### src/rtl/melody_gate.sv
// -----------------------------------------------------------------------------
// melody_gate
//
// Plays a fixed 16-entry song by routing one of the note-tone square waves
// from the divider bank to the buzzer pin at a time. Each ROM entry gives a
// note, a duration in beats, a rest flag and an end-of-song flag. Every entry
// is followed by an optional silent gap. All tone inputs come from dividers
// clocked by clock_in, so no synchronisers are needed on tone_in.
//
// ROM entry layout: {end, rest, dur_m1[2:0], note[2:0]}
//   end    : last entry of the song (loop back to entry 0 or finish)
//   rest   : entry plays silence for its duration
//   dur_m1 : duration in beats minus one
//   note   : index into tone_in
//
// Ports
//   clock_in  in   system clock (50 MHz)
//   reset     in   synchronous, active-high reset
//   start     in   begin the song from entry 0 (honoured only while idle)
//   stop      in   abort playback, wins over start
//   loop_en   in   at the end entry, restart from entry 0 instead of finishing
//   tone_in   in   NOTES tone square waves, bit i is note i
//   speaker   out  registered, gated tone output
//   busy      out  high while an entry is being loaded, played or gapped
//   done      out  one-cycle pulse when the song finishes normally
//   song_pos  out  index of the current ROM entry
//   note_idx  out  note field of the current entry
// -----------------------------------------------------------------------------
module melody_gate #(
    parameter int NOTES       = 8,
    parameter int BEAT_CYCLES = 12500000,
    parameter int GAP_CYCLES  = 1250000
) (
    input  logic             clock_in,
    input  logic             reset,
    input  logic             start,
    input  logic             stop,
    input  logic             loop_en,
    input  logic [NOTES-1:0] tone_in,
    output logic             speaker,
    output logic             busy,
    output logic             done,
    output logic [3:0]       song_pos,
    output logic [2:0]       note_idx
);

    typedef enum logic [2:0] {
        S_IDLE = 3'd0,
        S_LOAD = 3'd1,
        S_PLAY = 3'd2,
        S_GAP  = 3'd3,
        S_DONE = 3'd4
    } state_t;

    // Terminal counts for the 32-bit unsigned cycle and gap counters.
    localparam logic [31:0] BEAT_LAST = 32'(BEAT_CYCLES - 1);
    localparam logic [31:0] GAP_LAST  = (GAP_CYCLES > 0) ? 32'(GAP_CYCLES - 1) : 32'd0;
    localparam bit          HAS_GAP   = (GAP_CYCLES > 0);

    // -------------------------------------------------------------------------
    // Song ROM
    // -------------------------------------------------------------------------
    function automatic logic [7:0] rom_entry(input logic [3:0] addr);
        logic [7:0] data;
        case (addr)
            4'd0:    data = 8'h00;  // note 0, 1 beat
            4'd1:    data = 8'h0A;  // note 2, 2 beats
            4'd2:    data = 8'h40;  // rest, 1 beat
            4'd3:    data = 8'h04;  // note 4, 1 beat
            4'd4:    data = 8'h9F;  // note 7, 4 beats, end of song
            default: data = 8'hC0;  // unused slots: silent end markers
        endcase
        return data;
    endfunction

    // Select tone_in[note] without indexing past the physical tone bus.
    function automatic logic tone_pick(input logic [NOTES-1:0] tones,
                                       input logic [2:0]       note);
        logic bit_sel;
        bit_sel = 1'b0;
        for (int i = 0; i < NOTES; i++) begin
            if (note == 3'(i)) begin
                bit_sel = tones[i];
            end
        end
        return bit_sel;
    endfunction

    // A note field beyond the populated tone bus plays as silence.
    function automatic logic note_in_range(input logic [2:0] note);
        return (32'(note) < 32'(NOTES));
    endfunction

    // -------------------------------------------------------------------------
    // State and datapath registers
    // -------------------------------------------------------------------------
    state_t      state_q;
    state_t      state_d;
    state_t      decide_state;

    logic [7:0]  entry_q;
    logic [31:0] cyc_cnt;
    logic [31:0] beat_cnt;
    logic [31:0] gap_cnt;
    logic [3:0]  song_pos_q;
    logic        speaker_p1;

    logic        ent_end;
    logic        ent_rest;
    logic [2:0]  ent_dur;
    logic [2:0]  ent_note;
    logic        play_last;
    logic        gap_last;
    logic        take_next;
    logic        tone_now;

    assign ent_end  = entry_q[7];
    assign ent_rest = entry_q[6];
    assign ent_dur  = entry_q[5:3];
    assign ent_note = entry_q[2:0];

    // Last PLAY cycle: final cycle of the final beat of this entry.
    assign play_last = (cyc_cnt == BEAT_LAST) && (beat_cnt == {29'd0, ent_dur});
    assign gap_last  = (gap_cnt == GAP_LAST);

    // The next-entry decision is taken at the end of GAP, or straight at the
    // end of PLAY when the gap is configured away.
    assign take_next = ((state_q == S_PLAY) && play_last && !HAS_GAP) ||
                       ((state_q == S_GAP)  && gap_last);

    // loop_en only matters here, on the decision cycle itself.
    assign decide_state = (ent_end && !loop_en) ? S_DONE : S_LOAD;

    assign tone_now = tone_pick(tone_in, ent_note);

    // -------------------------------------------------------------------------
    // FSM: state register
    // -------------------------------------------------------------------------
    always_ff @(posedge clock_in) begin
        if (reset) begin
            state_q <= S_IDLE;
        end else begin
            state_q <= state_d;
        end
    end

    // -------------------------------------------------------------------------
    // FSM: next-state logic
    // -------------------------------------------------------------------------
    always_comb begin
        state_d = state_q;
        case (state_q)
            S_IDLE: begin
                if (start && !stop) begin
                    state_d = S_LOAD;
                end
            end
            S_LOAD: begin
                state_d = S_PLAY;
            end
            S_PLAY: begin
                if (play_last) begin
                    state_d = HAS_GAP ? S_GAP : decide_state;
                end
            end
            S_GAP: begin
                if (gap_last) begin
                    state_d = decide_state;
                end
            end
            S_DONE: begin
                state_d = S_IDLE;
            end
            default: begin
                state_d = S_IDLE;
            end
        endcase
        // Abort from anywhere in the song; done is not pulsed on this path.
        if (stop && (state_q != S_IDLE)) begin
            state_d = S_IDLE;
        end
    end

    // -------------------------------------------------------------------------
    // FSM: output logic
    // -------------------------------------------------------------------------
    always_comb begin
        busy = 1'b0;
        done = 1'b0;
        case (state_q)
            S_LOAD, S_PLAY, S_GAP: busy = 1'b1;
            S_DONE:                done = 1'b1;
            default: begin
                busy = 1'b0;
                done = 1'b0;
            end
        endcase
    end

    // -------------------------------------------------------------------------
    // Entry sequencing, beat timing and speaker gate
    // -------------------------------------------------------------------------
    always_ff @(posedge clock_in) begin
        if (reset) begin
            entry_q    <= 8'd0;
            cyc_cnt    <= 32'd0;
            beat_cnt   <= 32'd0;
            gap_cnt    <= 32'd0;
            song_pos_q <= 4'd0;
            speaker_p1 <= 1'b0;
        end else begin
            // stage p1: speaker follows the selected tone one cycle after PLAY
            speaker_p1 <= (state_q == S_PLAY) && !stop && !ent_rest &&
                          note_in_range(ent_note) && tone_now;

            if (state_q == S_IDLE) begin
                if (start && !stop) begin
                    song_pos_q <= 4'd0;
                end
            end else if (!stop) begin
                // An aborted song freezes position, entry and counters.
                case (state_q)
                    S_LOAD: begin
                        entry_q  <= rom_entry(song_pos_q);
                        cyc_cnt  <= 32'd0;
                        beat_cnt <= 32'd0;
                    end
                    S_PLAY: begin
                        if (cyc_cnt == BEAT_LAST) begin
                            cyc_cnt  <= 32'd0;
                            beat_cnt <= beat_cnt + 32'd1;
                        end else begin
                            cyc_cnt <= cyc_cnt + 32'd1;
                        end
                        // Keep the gap counter primed for the coming GAP state.
                        gap_cnt <= 32'd0;
                    end
                    S_GAP: begin
                        gap_cnt <= gap_cnt + 32'd1;
                    end
                    default: begin
                    end
                endcase

                if (take_next) begin
                    if (!ent_end) begin
                        song_pos_q <= song_pos_q + 4'd1;  // wraps 15 -> 0
                    end else if (loop_en) begin
                        song_pos_q <= 4'd0;
                    end
                    // end without loop: position holds through DONE
                end
            end
        end
    end

    assign speaker  = speaker_p1;
    assign song_pos = song_pos_q;
    assign note_idx = ent_note;

endmodule
### config.mk
export PLATFORM = sky130hd
export DESIGN_NAME = melody_gate
export DESIGN_NICKNAME = d
export VERILOG_FILES = /design/src/rtl/melody_gate.sv
export SDC_FILE = /design/constraint.sdc
export NUM_CORES = 1
export LEC_CHECK = 0
export BUFFER_PORTS_ARGS = -buffer_cell sky130_fd_sc_hd__buf_4
export CORE_MARGIN = 8
export CORE_UTILIZATION = 62
export CTS_CLUSTER_DIAMETER = 40
export DETAILED_ROUTE_END_ITERATION = 6
export PLACE_DENSITY = 0.86
export SLEW_MARGIN = 15
export SYNTH_ARGS = -nofsm -noshare
export SYNTH_HDL_FRONTEND = slang
export SYNTH_SLANG_ARGS = --single-unit
### constraint.sdc
create_clock -name clock_in -period 3.4 [get_ports clock_in]
set_clock_uncertainty 0.15 [all_clocks]
set_input_delay 0.34 -clock clock_in [delete_from_list [all_inputs] [get_ports clock_in]]
set_output_delay 0.34 -clock clock_in [all_outputs]
set_load 0.1 [all_outputs]
==> key figures, run 1 <==
Timing
  • Tcrit/Tclk final: 0.841
  • Final setup viols: 0
  • Worst Hold Slack: roughly 0.12 ns
  • Final min period: 2.86 ns
  • Slew headroom: 0.355
  • Max-slew violations: 0
  • Worst slew pin tran: 0.964 ns
  • Achievable clock frequency: 0.350 GHz
  • Setup TNS Final: 0 ns
  • RSZ-0062 raised after global routing: false
  • Worst setup margin: 0.539 ns
  • Final Hold Viols: 0

Final layout
  • Nets: 728
  • Layout cell share with drive strength beyond 1: 0.0787
  • Fill cells: around 730
  • Area growth, synth to finish: 6.23%
  • ANT cells: 0

Synth
  • Most common library cells after synthesis: dfxtp_1, nor2_1, nand2_1, or3_1, clkbuf_1
  • EDFF count, synth: 0
  • Synth top area cells: dfxtp_1, mux2i_1, nor2_1, or3_1, nand2_1
  • Synth Area in Simple Gates: 0.342
  • Main combinational cell family by area after synthesis: simple AND/OR/NAND/NOR gates
  • Syn Nets: 729
  • XOR/XNOR share of the synthesized area: 0.0645
  • Post-synth cell types: 53
  • Synth Register Bits: 109
  • Synth Area in Adders: 0.0150
  • Top-count cell post-synth: dfxtp_1
  • Post-Syn Instances: about 700
  • Sequential element share of the synthesized area: 0.373
  • Syn Std Cell Area: between 5000 and 6000 sq um
  • Yosys top cell area share: 0.373
  • Post-synthesis mux area share: 0.0591
  • Main synth FF type: dfxtp_1
  • Compound-cell area share of the yosys netlist: 0.109
  • Asr flop ratio synth: 0
  • Ys Warns: 0
  • Cell taking the most area after synthesis: dfxtp_1
  • Post-Syn Area per Cell: 8.24 sq um

Floorplan
  • Core area: about 9200 sq um
  • Die height: 113 um
  • Die W: 113 um
  • Top Ports: 23
  • Die area: roughly 13000 sq um
  • Starting density of the core: 0.635
  • Site Rows: 35

Critical path
  • R2R Setup Slk: 0.54 ns
  • CP Class: reg -> reg
  • Crit end category: flip-flop
  • Worst Path Max Fanout: 28
  • Origin of the critical flop-to-flop path: state_q[0]$_SDFFE_PP0P_
  • Critical Path AT: 2.95 ns
  • CP Launch Type: flip-flop
  • Worst Reg-to-Reg Cells: 5
  • R2R Path End: cyc_cnt[24]$_SDFFE_PP0P_
  • Worst Path Required: 3.49 ns

Route
  • Drt wl/cell: 16.3 um
  • First DRT Iteration DRCs: 524
  • Final ANT Viol Nets: 0
  • Routed WL: 13.4 mm
  • DRC violations left: 0
  • Initial DRT Pass Iterations: 5
  • Vias: ~5300
  • Vias/cell: 6.45

CTS
  • Setup Buffers After CTS: 0
  • TritonCTS Buffers: 9
  • Clock slew at reported path FFs: roughly 0.10 ns
  • Clock latency on the worst-skew pair: about 0.38 ns
  • # resized after CTS: 0
  • CTS tree: done
  • Clk sinks: 109
  • Hold-fix buffers, CTS: 0
  • Clk buf depth: 2
  • Max H-tree Level: 3
  • Root buffer cell: clkbuf_8

Power
  • Power Dens Cells: 358 nW/um^2
  • Lkg Pwr: 2.25 nW
  • Peak supply drop: 290 uV

Run
  • Max-capacitance violation count: 0

Global route
  • Gr usage total: 0.208
  • Antenna violations before repair: 0
  • First-pass GRT wire length: 22.6 mm
  • Largest net degree at the start of global routing: 48
  • Number of global-route vias before repair: 5047
  • Grt total ovfl: 0

Worst hold path
  • Worst hold-check path type: in -> reg
  • Hold path depth: 3
  • Hold endpoint: state_q[2]$_SDFFE_PP0P_
  • Hold Path Origin: loop_en

Status
  • Outcome: complete, no violations

Placed design
  • Post-DP HPWL: 9.27 mm
  • Setup WS pre-CTS: 0.575 ns
  • IO Port Bufs: 22
  • Gpl congestion: 0.855
## final cells by class
type | instances | area [sq um] | share of cell area
Inverter | 11 | 41.3 | 0.00665
Clock buffer | 9 | 124 | 0.0200
Sequential cell | 109 | 2180 | 0.352
Timing Repair Buffer | 30 | 225 | 0.0363
Tap cell | 111 | 139 | 0.0224
Multi-Input combinational cell | 547 | 3450 | 0.556
Clock inverter | 6 | 47.5 | 0.00766
## worst max-delay path: stages (launching register included)
cell and delay [ns]:
dfxtp_1 0.54, xor2_1 0.38, nand2_1 0.28, or4_1 0.76, nand3_2 0.48, nor3_1 0.12
## metal layers
metal	track usage	vias to the layer above	routed length [um]
li1	-	2597	-
met1	0.242	2543	5890
met2	0.372	149	6780
met3	0.0442	21	568
met4	0.0666	0	160
met5	0	-	0
## worst max path at each step
stage	from	end	slack, ns	cells past startpoint
2_1_floorplan	cyc_cnt[25]$_SDFFE_PP0P_	beat_cnt[6]$_SDFFE_PP0P_	0.84	6
6_report	state_q[0]$_SDFFE_PP0P_	cyc_cnt[24]$_SDFFE_PP0P_	0.54	5
4_1_cts	state_q[0]$_SDFFE_PP0P_	cyc_cnt[24]$_SDFFE_PP0P_	0.57	5
3_5_place_dp	state_q[0]$_SDFFE_PP0P_	cyc_cnt[24]$_SDFFE_PP0P_	0.58	5
5_1_grt	state_q[0]$_SDFFE_PP0P_	cyc_cnt[24]$_SDFFE_PP0P_	0.36	5
3_3_place_gp	state_q[0]$_SDFFE_PP0P_	cyc_cnt[24]$_SDFFE_PP0P_	0.68	5
## registers in the layout, indices dropped and copies added, names as in the netlist
| signal | count |
|---|---|
| entry_q | 5 |
| gap_cnt | 32 |
| cyc_cnt | 32 |
| state_q | 3 |
| speaker | 1 |
| beat_cnt | 32 |
| song_pos | 4 |
## layout by cell type (no fill, tap or decap), drive strengths merged, types with 5 or more instances in the layout
cell type / count
dfxtp: 109
nor2: 75
nand2: 70
or3: 45
nand4: 32
mux2i: 30
buf: 30
nand3: 29
o21ai: 27
xor2: 26
a21oi: 26
nor4: 26
and3: 22
xnor2: 17
and4: 14
o211ai: 13
inv: 13
nor3: 11
clkbuf: 9
nor4b: 7
ha: 7
or4: 6
a31oi: 6
and2: 5
o31ai: 5
## cell families after synthesis
family,Yosys count
buffers and inverters,53
adder cells (fa/ha/maj),7
AO/OA/AOI/OAI,98
AND/OR/NAND/NOR,367
flip-flops,109
XOR/XNOR,43
multiplexers,32
## power breakdown
part           switching (mW)  internal [mW]  total [mW]
clock network           0.455          0.271       0.726
logic                   0.137         0.0651       0.202
registers              0.0120           1.28        1.30
## metrics by stage
| stage | area (sq um) | utilization | power, mW | instances |
|---|---|---|---|---|
| 5_1_grt | 6210 | 0.675 | 2.29 | 823 |
| 6_report | 6210 | 0.675 | 2.22 | 823 |
| 4_1_cts | 6210 | 0.675 | 2.23 | 823 |
| 3_5_place_dp | 6040 | 0.656 | 1.52 | 808 |
| 3_3_place_gp | 6040 | 0.656 | 1.52 | 808 |
| 2_1_floorplan | 5840 | - | 1.47 | 709 |
Power figures use the tool's default switching activity.
==> run 2: changes to the inputs <==
==> constraint.sdc (replaced) <==
create_clock -name clock_in -period 2.9 [get_ports clock_in]
set_clock_uncertainty 0.15 [all_clocks]
set_input_delay 0.29 -clock clock_in [delete_from_list [all_inputs] [get_ports clock_in]]
set_output_delay 0.29 -clock clock_in [all_outputs]
set_load 0.1 [all_outputs]
==> key figures, run 2 (synthesized netlist as in run 1, its figures left out) <==
Critical path
  • Worst Reg-to-Reg Cells: 6 (was 5)
  • CP Class: reg -> reg (unchanged)
  • R2R Path End: state_q[0]$_SDFFE_PP0P_ (was cyc_cnt[24]$_SDFFE_PP0P_)
  • Origin of the critical flop-to-flop path: cyc_cnt[25]$_SDFFE_PP0P_ (was state_q[0]$_SDFFE_PP0P_)
  • CP Launch Type: flip-flop (unchanged)
  • Worst Path Required: 3.03 ns (was 3.49 ns)
  • Critical Path Start: cyc_cnt[25]$_SDFFE_PP0P_ (was state_q[0]$_SDFFE_PP0P_)
  • R2R Setup Slk: 0.19 ns (was 0.54 ns)
  • Critical Path AT: 2.84 ns (was 2.95 ns)
  • Crit end category: flip-flop (unchanged)
  • Worst Path Max Fanout: 6 (was 28)

Timing
  • Final setup viols: 0 (unchanged)
  • Final Hold Viols: 0 (unchanged)
  • Worst slew pin tran: 0.918 ns (was 0.964 ns)
  • Slew headroom: 0.386 (was 0.355)
  • Achievable clock frequency: 0.369 GHz (was 0.350 GHz)
  • RSZ-0062 raised after global routing: false (unchanged)
  • Tcrit/Tclk final: 0.933 (was 0.841)
  • Max-slew violations: 0 (unchanged)
  • Final min period: 2.71 ns (was 2.86 ns)
  • Worst setup margin: 0.194 ns (was 0.539 ns)
  • Setup TNS Final: 0 ns (unchanged)

Final layout
  • Nets: 742 (was 728)
  • Most frequent cells in the layout: dfxtp_1, nor2_1, nand2_1, or3_1, buf_4 (was dfxtp_1, nor2_1, nand2_1, or3_1, nand4_1)
  • Multi-input logic area: 3450 sq um (unchanged)
  • Fill cells: 719 (was 734)
  • Non-Filler Instances: 838 (was 823)
  • ANT cells: 0 (unchanged)
  • Most common cell after layout, fill and taps aside: dfxtp_1 (unchanged)
  • Finished Core Util: 0.691 (was 0.675)
  • Register area: 2180 sq um (unchanged)
  • Layout cell share with drive strength beyond 1: 0.0977 (was 0.0787)
  • Regs by FF count: beat_cnt (32), cyc_cnt (32), gap_cnt (32) (unchanged)
  • Area growth, synth to finish: 8.69% (was 6.23%)

Run
  • Max-capacitance violation count: 0 (unchanged)

CTS
  • Setup Buffers After CTS: 0 (unchanged)
  • Clk sinks: 109 (unchanged)
  • Hold-fix buffers, CTS: 0 (unchanged)
  • Clock latency on the worst-skew pair: 0.38 ns (about the same)
  • CTS tree: done (unchanged)
  • TritonCTS Buffers: 9 (unchanged)
  • Root buffer cell: clkbuf_8 (unchanged)
  • Max H-tree Level: 3 (unchanged)
  • # resized after CTS: 0 (unchanged)
  • Clock slew at reported path FFs: 0.10 ns (about the same)
  • Clk buf depth: 2 (unchanged)

Global route
  • Gr usage total: 0.210 (was 0.208)
  • Largest net degree at the start of global routing: 48 (unchanged)
  • Antenna violations before repair: 0 (unchanged)
  • Number of global-route vias before repair: 5015 (was 5047)
  • Grt total ovfl: 0 (unchanged)
  • First-pass GRT wire length: 22.6 mm (about the same)

Floorplan
  • Starting density of the core: 0.635 (unchanged)
  • Site Rows: 35 (unchanged)
  • Die area: 12800 sq um (unchanged)
  • Top Ports: 23 (unchanged)
  • Die height: 113 um (unchanged)
  • Die W: 113 um (unchanged)
  • Core area: 9200 sq um (unchanged)

Placed design
  • Setup WS pre-CTS: 0.240 ns (was 0.575 ns)
  • Post-DP HPWL: 9.55 mm (was 9.27 mm)
  • Cells after DPL: 822 (was 808)
  • IO Port Bufs: 22 (unchanged)
  • Gpl congestion: 0.861 (was 0.855)

Worst hold path
  • Hold Path Origin: loop_en (unchanged)
  • Hold endpoint: state_q[2]$_SDFFE_PP0P_ (unchanged)
  • Hold path depth: 3 (unchanged)
  • Worst hold-check path type: in -> reg (unchanged)

Route
  • Drt wl/cell: 16.1 um (was 16.3 um)
  • Final ANT Viol Nets: 0 (unchanged)
  • Routed WL: 13.5 mm (was 13.4 mm)
  • Vias/cell: 6.37 (was 6.45)
  • DRC violations left: 0 (unchanged)
  • Initial DRT Pass Iterations: 5 (unchanged)
  • Vias: 5338 (was 5310)
  • First DRT Iteration DRCs: 472 (was 524)

Power
  • Overall Power: 2.70 mW (was 2.22 mW)
  • Peak supply drop: 295 uV (was 290 uV)
  • Lkg Pwr: 2.32 nW (was 2.25 nW)
  • Power Dens Cells: 425 nW/um^2 (was 358 nW/um^2)

Status
  • Outcome: complete, no violations (unchanged)
-- run 2: layer usage --
layer | global-route usage | routed length [um]
met5 | 0 | 0
met4 | 0.0835 | 182
met3 | 0.0442 | 703
met2 | 0.369 | 6970
met1 | 0.244 | 5620
-- run 2: worst max-delay path: stages (launching register included) --
cell,delay (ns)
dfxtp_1,0.36
or4_1,0.54
or4b_4,0.53
or3_1,0.44
buf_4,0.21
and3b_1,0.17
o32ai_1,0.22
-- run 2: worst max path at each step --
stage / to / depth (start not counted) / slack, ns
2_1_floorplan: beat_cnt[6]$_SDFFE_PP0P_ / 6 / 0.34
3_3_place_gp: beat_cnt[6]$_SDFFE_PP0P_ / 5 / 0.30
3_5_place_dp: beat_cnt[6]$_SDFFE_PP0P_ / 5 / 0.24
4_1_cts: beat_cnt[6]$_SDFFE_PP0P_ / 5 / 0.22
5_1_grt: state_q[0]$_SDFFE_PP0P_ / 6 / 0.06
6_report: state_q[0]$_SDFFE_PP0P_ / 6 / 0.19
-- run 2: layout make-up --
| class | instances | area share |
|---|---|---|
| clock buffer | 9 | 0.0195 |
| clock inverter | 7 | 0.0116 |
| inverter | 11 | 0.00650 |
| multi-input combinational | 547 | 0.543 |
| sequential | 109 | 0.344 |
| tap | 111 | 0.0219 |
| timing repair buffer | 44 | 0.0540 |
-- run 2: per-stage QoR --
stage          hold WS, ns  instance area [sq um]
4_1_cts             0.0512                   6350
3_5_place_dp         0.288                   6150
5_1_grt             0.0747                   6350
6_report            0.0813                   6350
3_3_place_gp         0.271                   6150
2_1_floorplan        0.250                   5840
-- run 2: power by group --
group | switching, mW | internal, mW
sequential | 0.00720 | 1.50
clock | 0.530 | 0.400
combinational | 0.171 | 0.0898
total | 0.707 | 1.99
